File: config.mk
export PLATFORM = sky130hd
export DESIGN_NAME = tcp_tx_arbiter_flat
export DESIGN_NICKNAME = d
export VERILOG_FILES = /design/src/rtl/tcp_tx_arbiter_if.sv /design/src/rtl/tcp_tx_arbiter.sv /design/src/flat_wrapper.sv
export SDC_FILE = /design/constraint.sdc
export NUM_CORES = 1
export LEC_CHECK = 0
export CAP_MARGIN = 20
export CORE_MARGIN = 2
export CORE_UTILIZATION = 43
export CTS_CLUSTER_SIZE = 14
export DETAILED_ROUTE_END_ITERATION = 10
export PLACE_DENSITY = 0.74
export REMOVE_ABC_BUFFERS = 1
export SYNTH_ARGS = -nofsm -noshare
export SYNTH_HDL_FRONTEND = slang
export SYNTH_SLANG_ARGS = --single-unit
File: constraint.sdc
create_clock -name clk_i -period 1.67 [get_ports clk_i]
set_input_delay 0.167 -clock clk_i [delete_from_list [all_inputs] [get_ports clk_i]]
set_output_delay 0.167 -clock clk_i [all_outputs]
set_load 0.02 [all_outputs]
File: src/rtl/tcp_tx_arbiter_if.sv
// Handshake bundle between the TCP TX arbiter, its requesters and the shared encoder.
// The master modport is the arbiter side; the slave modport is the requester/encoder side.
interface tcp_tx_arbiter_if #(
  parameter int unsigned N_REQ = 4
);
  logic [N_REQ-1:0] req;
  logic             enc_fin;
  logic [15:0]      enc_checksum;
  logic [15:0]      enc_len;
  logic [N_REQ-1:0] grant;
  logic [1:0]       sel;
  logic             enc_start;
  logic             enc_reset;
  logic             busy;
  logic [N_REQ-1:0] done;
  logic             err;
  logic [15:0]      res_checksum;
  logic [15:0]      res_len;

  modport master (
    input  req, enc_fin, enc_checksum, enc_len,
    output grant, sel, enc_start, enc_reset, busy, done, err, res_checksum, res_len
  );

  modport slave (
    output req, enc_fin, enc_checksum, enc_len,
    input  grant, sel, enc_start, enc_reset, busy, done, err, res_checksum, res_len
  );
endinterface

File: src/rtl/tcp_tx_arbiter.sv
// Round-robin arbiter that shares one TCP encoder between N_REQ requesters,
// sequencing encoder reset/start and aborting packets that overrun TIMEOUT cycles.
module tcp_tx_arbiter #(
  parameter int unsigned N_REQ   = 4,
  parameter logic [15:0] TIMEOUT = 16'd2048
) (
  input  logic                   clk_i,
  input  logic                   rst_ni,
  tcp_tx_arbiter_if.master       bus_io
);

  typedef enum logic [1:0] {StIdle, StStart, StRun, StDone} state_e;

  state_e           state_q;
  logic [1:0]       last_q;
  logic [15:0]      cnt_q;
  logic [N_REQ-1:0] grant_q;
  logic [1:0]       sel_q;
  logic             enc_start_q;
  logic             enc_reset_q;
  logic             busy_q;
  logic [N_REQ-1:0] done_q;
  logic             err_q;
  logic [15:0]      res_checksum_q;
  logic [15:0]      res_len_q;

  logic             win_found;
  logic [1:0]       win_idx;

  // Search starts just past the last grant; the final step wraps back onto last_q itself.
  always_comb begin
    win_found = 1'b0;
    win_idx   = last_q;
    for (int unsigned i = 1; i <= N_REQ; i++) begin
      if (!win_found && bus_io.req[last_q + 2'(i)]) begin
        win_found = 1'b1;
        win_idx   = last_q + 2'(i);
      end
    end
  end

  always_ff @(posedge clk_i or negedge rst_ni) begin
    if (!rst_ni) begin
      state_q        <= StIdle;
      last_q         <= 2'(N_REQ - 1);
      cnt_q          <= '0;
      grant_q        <= '0;
      sel_q          <= '0;
      enc_start_q    <= 1'b0;
      enc_reset_q    <= 1'b1;
      busy_q         <= 1'b0;
      done_q         <= '0;
      err_q          <= 1'b0;
      res_checksum_q <= '0;
      res_len_q      <= '0;
    end else begin
      unique case (state_q)
        StIdle: begin
          if (win_found) begin
            state_q     <= StStart;
            grant_q     <= N_REQ'(1) << win_idx;
            sel_q       <= win_idx;
            last_q      <= win_idx;
            enc_start_q <= 1'b1;
            enc_reset_q <= 1'b0;
            busy_q      <= 1'b1;
            cnt_q       <= '0;
          end
        end
        StStart: begin
          state_q     <= StRun;
          enc_start_q <= 1'b0;
        end
        StRun: begin
          // enc_fin takes priority over a timeout landing in the same cycle.
          if (bus_io.enc_fin) begin
            state_q        <= StDone;
            res_checksum_q <= bus_io.enc_checksum;
            res_len_q      <= bus_io.enc_len;
            done_q         <= grant_q;
            err_q          <= 1'b0;
          end else if (cnt_q == TIMEOUT - 16'd1) begin
            state_q <= StDone;
            done_q  <= grant_q;
            err_q   <= 1'b1;
          end else begin
            cnt_q <= cnt_q + 16'd1;
          end
        end
        StDone: begin
          state_q     <= StIdle;
          done_q      <= '0;
          err_q       <= 1'b0;
          grant_q     <= '0;
          busy_q      <= 1'b0;
          enc_reset_q <= 1'b1;
        end
        default: state_q <= StIdle;
      endcase
    end
  end

  assign bus_io.grant        = grant_q;
  assign bus_io.sel          = sel_q;
  assign bus_io.enc_start    = enc_start_q;
  assign bus_io.enc_reset    = enc_reset_q;
  assign bus_io.busy         = busy_q;
  assign bus_io.done         = done_q;
  assign bus_io.err          = err_q;
  assign bus_io.res_checksum = res_checksum_q;
  assign bus_io.res_len      = res_len_q;

endmodule

File: src/flat_wrapper.sv
// flat-port wrapper written by rule: the top's interface ports become plain ports
module tcp_tx_arbiter_flat 
#(
  parameter int unsigned N_REQ   = 4,
  parameter logic [15:0] TIMEOUT = 16'd2048
)
  (clk_i, rst_ni, bus_io_req, bus_io_enc_fin, bus_io_enc_checksum, bus_io_enc_len, bus_io_grant, bus_io_sel, bus_io_enc_start, bus_io_enc_reset, bus_io_busy, bus_io_done, bus_io_err, bus_io_res_checksum, bus_io_res_len);
  tcp_tx_arbiter_if #(.N_REQ(N_REQ)) bus_io_i ();
  input  logic clk_i;
  input  logic rst_ni;
  input wire logic [$bits(bus_io_i.req)-1:0] bus_io_req;
  input wire logic [$bits(bus_io_i.enc_fin)-1:0] bus_io_enc_fin;
  input wire logic [$bits(bus_io_i.enc_checksum)-1:0] bus_io_enc_checksum;
  input wire logic [$bits(bus_io_i.enc_len)-1:0] bus_io_enc_len;
  output wire logic [$bits(bus_io_i.grant)-1:0] bus_io_grant;
  output wire logic [$bits(bus_io_i.sel)-1:0] bus_io_sel;
  output wire logic [$bits(bus_io_i.enc_start)-1:0] bus_io_enc_start;
  output wire logic [$bits(bus_io_i.enc_reset)-1:0] bus_io_enc_reset;
  output wire logic [$bits(bus_io_i.busy)-1:0] bus_io_busy;
  output wire logic [$bits(bus_io_i.done)-1:0] bus_io_done;
  output wire logic [$bits(bus_io_i.err)-1:0] bus_io_err;
  output wire logic [$bits(bus_io_i.res_checksum)-1:0] bus_io_res_checksum;
  output wire logic [$bits(bus_io_i.res_len)-1:0] bus_io_res_len;
  assign bus_io_i.req = bus_io_req;
  assign bus_io_i.enc_fin = bus_io_enc_fin;
  assign bus_io_i.enc_checksum = bus_io_enc_checksum;
  assign bus_io_i.enc_len = bus_io_enc_len;
  assign bus_io_grant = bus_io_i.grant;
  assign bus_io_sel = bus_io_i.sel;
  assign bus_io_enc_start = bus_io_i.enc_start;
  assign bus_io_enc_reset = bus_io_i.enc_reset;
  assign bus_io_busy = bus_io_i.busy;
  assign bus_io_done = bus_io_i.done;
  assign bus_io_err = bus_io_i.err;
  assign bus_io_res_checksum = bus_io_i.res_checksum;
  assign bus_io_res_len = bus_io_i.res_len;
  tcp_tx_arbiter #(.N_REQ(N_REQ), .TIMEOUT(TIMEOUT)) u_core (.clk_i(clk_i), .rst_ni(rst_ni), .bus_io(bus_io_i));
endmodule
Word-level counts from Yosys, hierarchy flattened
Index checks and enable logic that the tools add are counted.
{"block": "totals", "elab_cells": 84, "in_bits": 39, "out_inout_bits": 46, "reg_bits": 66}
{"block": "classes", "add_sub_neg": 4, "n_eq_ne": 8, "n_reduce_logical": 18, "muxes": 37, "magnitude_cmp": 4, "n_shift": 1}
{"operator": "$mux 16", "n": 3}
{"operator": "$pmux 16 s2", "n": 1}
{"operator": "$add 16x1->16 const B", "n": 1}
{"operator": "$eq 16x11->1 const B", "n": 1}
{"operator": "$pmux 4 s2", "n": 2}
{"operator": "$mux 2", "n": 7}
{"operator": "$lt 2x3->1 const B", "n": 4}
{"operator": "$mux 1", "n": 12}
{"operator": "$mux 4", "n": 3}
{"operator": "$reduce_and 2->1", "n": 6}
{"operator": "$bmux 1 s2", "n": 4}
{"operator": "$pmux 1 s2", "n": 4}
{"operator": "$pmux 2 s4", "n": 1}
{"operator": "$reduce_bool 2->1", "n": 4}
{"operator": "$add 2x2->2 const B", "n": 2}
{"operator": "$eq 2x2->1 const B", "n": 2}
{"operator": "$ne 2x2->1 const B", "n": 2}
{"operator": "$reduce_and 4->1", "n": 1}
{"operator": "$shl 1x2->4 const A", "n": 1}
{"operator": "$logic_and 1x1->1", "n": 3}
{"operator": "$logic_not 1->1", "n": 3}
{"operator": "$ne 3x2->1 const B", "n": 1}
{"operator": "$add 2x1->2 const B", "n": 1}
{"operator": "$eq 2x1->1 const B", "n": 1}
{"operator": "other kinds (2)", "n": 2}

Logic depth before layout (Yosys ltp)
{"block": "depth", "word_depth": 16, "mapped_depth": 9, "depth_no_buf": 7}

Worst setup path after synthesis
OpenSTA, ideal clock, no wires.
{"block": "synth_timing", "path_type": "register -> register", "startpoint": "register u_core.state_q[0]", "endpoint": "register u_core.cnt_q[9]", "path_slack_ns": -0.115, "synth_period_minus_slack_ns": 1.785, "setup_ns": 0.069, "arrival_ns": 1.717, "required_time_ns": 1.601, "n_path_buf": 1, "stages_incl_launch_ff": 9, "path_cell_list": "dfrtp_1 inv_1 ha_1 nand2b_1 buf_2 a21oi_2 a31oi_1 or4_1 nand3_1"}
{"block": "synth_between", "elab_chain_cells": 3, "elab_cells_between_ends": 8, "cone_classes": "4 x eq/ne; 1 x mux; 3 x reduce/logical"}
{"item": "start: declaration", "line_no": "tcp_tx_arbiter.sv:14", "source": "state_e state_q;"}
{"item": "start signal: assignment", "line_no": "tcp_tx_arbiter.sv:44", "source": "state_q <= StIdle;"}
{"item": "start signal: assignment", "line_no": "tcp_tx_arbiter.sv:60", "source": "state_q <= StStart;"}
{"item": "start signal: assignment", "line_no": "tcp_tx_arbiter.sv:71", "source": "state_q <= StRun;"}
{"item": "$eq 2x2->1 or $logic_not 2->1 (tied branches)", "line_no": "tcp_tx_arbiter.sv:57", "source": "unique case (state_q)"}
{"item": "$ne 2x2->1 (no source line) (tied with other cells)"}
{"item": "$reduce_and 4->1 (no source line)"}
{"item": "end signal: assignment", "line_no": "tcp_tx_arbiter.sv:87", "source": "cnt_q <= cnt_q + 16'd1;"}
{"item": "end: declaration", "line_no": "tcp_tx_arbiter.sv:16", "source": "logic [15:0] cnt_q;"}
Parallel ways exist; a longest one is shown, timed or not.
A chain may end at the register's enable or synchronous reset.

Worst setup path after layout
{"block": "layout_timing", "startpoint": "register u_core.state_q[0]", "endpoint": "register u_core.cnt_q[11]"}
Same word-level chain as after synthesis.

==> flow_summary.toml <==
[run_status]
status = "finished, violations left"
violations = "setup timing"

[clock_network]
cts.sinks = 66
cts_buffer_depth = 2
cts_buffers = 9
root_buffer = "clkbuf_8"
clkSlewWorstSetupHoldPaths_ps = 70
cts_tree = "done"
htree_levels = 3
clock_latency_ps = 350

[logic_synthesis]
synth-edff-count = 0
avgSynthCellArea_um2 = 11.1
yosysWarnings = 0
synth_area_mm2 = 0.00308
synth_area_leader_cell = "dfrtp_1"
synth_commonest_cells = "dfrtp_1, nand2_1, mux2_2, o21ai_0"
ys_async_sr_fraction_pct = 100
synth_cells = 278
ys_types = 47
yosysSeqAreaShare_pct = 53.7
yosysTopAreaCellShare_pct = 51.1
yosysMostFrequentCell = "dfrtp_1"
ys_top_cells_by_area = "dfrtp_1, mux2_2, nand2_1"
ys_ff_latch = 66
synth_ff_type = "dfrtp_1"

[pwr]
seq_power_share_pct = 31.3
ir_worst_vdd_mv = 1.13
finalPower_mw = 8.62
p_per_area_mw_per_mm2 = 1790
share_comb_of_total_power_pct = 51.0
swShare_pct = 37.2
internal_power_mw = 5.41
power.share.clock_pct = 17.7
p_leak_nw = 2.10
p_sw_mw = 3.21

[timing]
finClkSkew_ps = 7.28
worstMarginPinSlew_ps = 460
fin_setup_tns_ps = -134
drv_slew = 0
finalSetupViolCount = 10
slew_headroom_pct = 69.3
final_hold_viol_count = 0
setup_ws_ps = -38.2
rsz0062_at_grt = "true"
min_period_ps = 1710
period_share_pct = 102
max_freq_mhz = 585
hold_slack_ps = 353

[die]
core_area_mm2 = 0.00687
io_pins = 85
initial_utilization_pct = 44.9
die_area_mm2 = 0.00786
die_h_um = 88.7
dieWidth_um = 88.7
rows = 30

[setup_path]
cp_max_fo = 6
cpPeakStageDelay_ps = 520
startpoint_type = "register"
critPathKind = "reg2reg"
critPathBufInv = 2
endpoint_kind = "register"
crit_chain = "inv_2 > ha_4 > inv_1 > nor2_4 > nand2_4 > or4_1 > nand3_1"
critPathArrivalTime_ps = 1990
required_ps = 1950
critical_path.top_delay_family = "simple AND/OR/NAND/NOR gates"
slowest_stage = "or4_1"

[global_route]
grt_pass1_wl_um = 12700
grt_pass1_vias = 2639
grt_overflow = 0
antenna_found_initial = 0
grt_max_degree = 67
grt_usage_pct = 21.5

[detailed_routing]
drt_first_pass_iters = 4
drtIter0Drc = 99
vias_per_cell = 5.21
wire_per_inst_um = 15.8
drc = 0
ant_nets = 0
totalWireLength_um = 8170
vias = 2693

[place]
port_buffers = 84
dp_hpwl_um = 5780
dp.cells = 492
routabilityCongestion = 0.855
placed_area_mm2 = 0.00435

[final_layout]
final.fill_count = 491
final_area_mm2 = 0.00481
stdcell_count = 517
layout-drive-gt1-share_pct = 31.8
register_area_mm2 = 0.00166
insertedDiodeCount = 0
finalNetCount = 461
syn_to_final_growth_pct = 56.2
multiInputGateArea_mm2 = 0.00149

[worst_hold_path]
hold_path.class = "in2async"

[job]
max-cap-violations = 0
[cells by family (layout without fill, tap and decap cells)]
group / count (synthesis) / count (layout) / share of synthesized area, %
adder cells (fa/ha/maj): 6 / 6 / 2.44
AND/OR/NAND/NOR: 100 / 101 / 17.5
flip-flops: 66 / 66 / 53.7
AO/OA/AOI/OAI: 51 / 51 / 10.6
multiplexers: 34 / 34 / 12.3
XOR/XNOR: 2 / 2 / 0.568
buffers and inverters: 19 / 161 / 2.88
[per-stage QoR]
step | utilization [%] | worst slack (ps)
after floorplan | - | -422
after global placement | 63.4 | -150
after detailed placement | 63.4 | -249
after CTS | 68.4 | 0.711
after global routing | 70.1 | -116
final | 70.1 | -38.2
[sequential cells by signal, indices dropped and copies added (netlist names)]
name / flops
u_core.bus_io.done: 4
u_core.bus_io.enc_reset: 1
u_core.bus_io.err: 1
u_core.last_q: 2
u_core.bus_io.res_checksum: 16
u_core.cnt_q: 16
u_core.bus_io.grant: 4
u_core.bus_io.sel: 2
u_core.bus_io.enc_start: 1
u_core.bus_io.busy: 1
u_core.bus_io.res_len: 16
u_core.state_q: 2
[final timing paths]
path                                               startpoint                       endpoint  slack, ps  cells past startpoint
worst min-delay path                                   rst_ni                u_core.cnt_q[5]        350                      3
worst max-delay path                        u_core.state_q[0]               u_core.cnt_q[11]        -40                      7
max in group asynchronous                              rst_ni               u_core.last_q[1]        960                      3
worst max register to register              u_core.state_q[0]               u_core.cnt_q[11]        -40                      7
worst min register to register  u_core.bus_io.res_checksum[5]  u_core.bus_io.res_checksum[5]        510                      1
min in group clk_i                          bus_io_enc_len[7]       u_core.bus_io.res_len[7]        430                      2
[power by group through the flow]
stage | clock network, mW | registers, mW | logic (mW)
floorplan | 0 | 3.31 | 1.34
global placement | 0 | 2.65 | 3.95
detailed placement | 0 | 2.69 | 4.05
CTS | 1.55 | 2.68 | 4.22
global route | 1.62 | 2.78 | 4.70
finish | 1.53 | 2.70 | 4.39
[layout make-up]
type | instances | share of cell area [%]
clock buffers | 10 | 2.86
clock inverters | 6 | 1.87
inverters | 9 | 0.702
multi-input cells | 194 | 30.8
flip-flops and latches | 66 | 34.4
well taps | 96 | 2.49
repair buffers | 136 | 26.8
[timing repair]
action | in CTS | in global routing
buffers inserted | 3 | 4
endpoints found under the setup margin | 34 | 23
endpoints found under the hold margin | 63 | 0
gates resized for setup | 21 | 25
cloned | 0 | 1
hold buffers | 1 | 0
pin swaps | 5 | 10
[metal layers]
metal | routed length, um | track usage [%]
met1 | 3410 | 26.6
met2 | 4320 | 36.6
met3 | 291 | 4.10
met4 | 147 | 8.95
met5 | 0 | 0
[layout by cell type, fill, tap and decap left out, types with 3 or more instances in the layout]
cell type	count
a21oi_1	10
a22oi_2	5
a31oi_1	3
and2_1	3
and3_1	4
buf_12	3
buf_4	42
buf_6	5
clkbuf_8	10
clkdlybuf4s50_1	82
dfrtp_1	62
dfstp_2	3
ha_1	3
inv_1	8
mux2_2	30
nand2_1	34
nand2_2	4
nand3_1	12
nand4_1	3
nor2_1	11
nor3_1	3
o211ai_1	5
o21ai_0	7
o21ai_1	7
or4_1	8
[worst min-delay path, cell delays in order]
cell           delay (ps)
dlygate4sd3_1         520
buf_2                 120
buf_12                290
No activity file was read; power rests on OpenSTA's default activity.
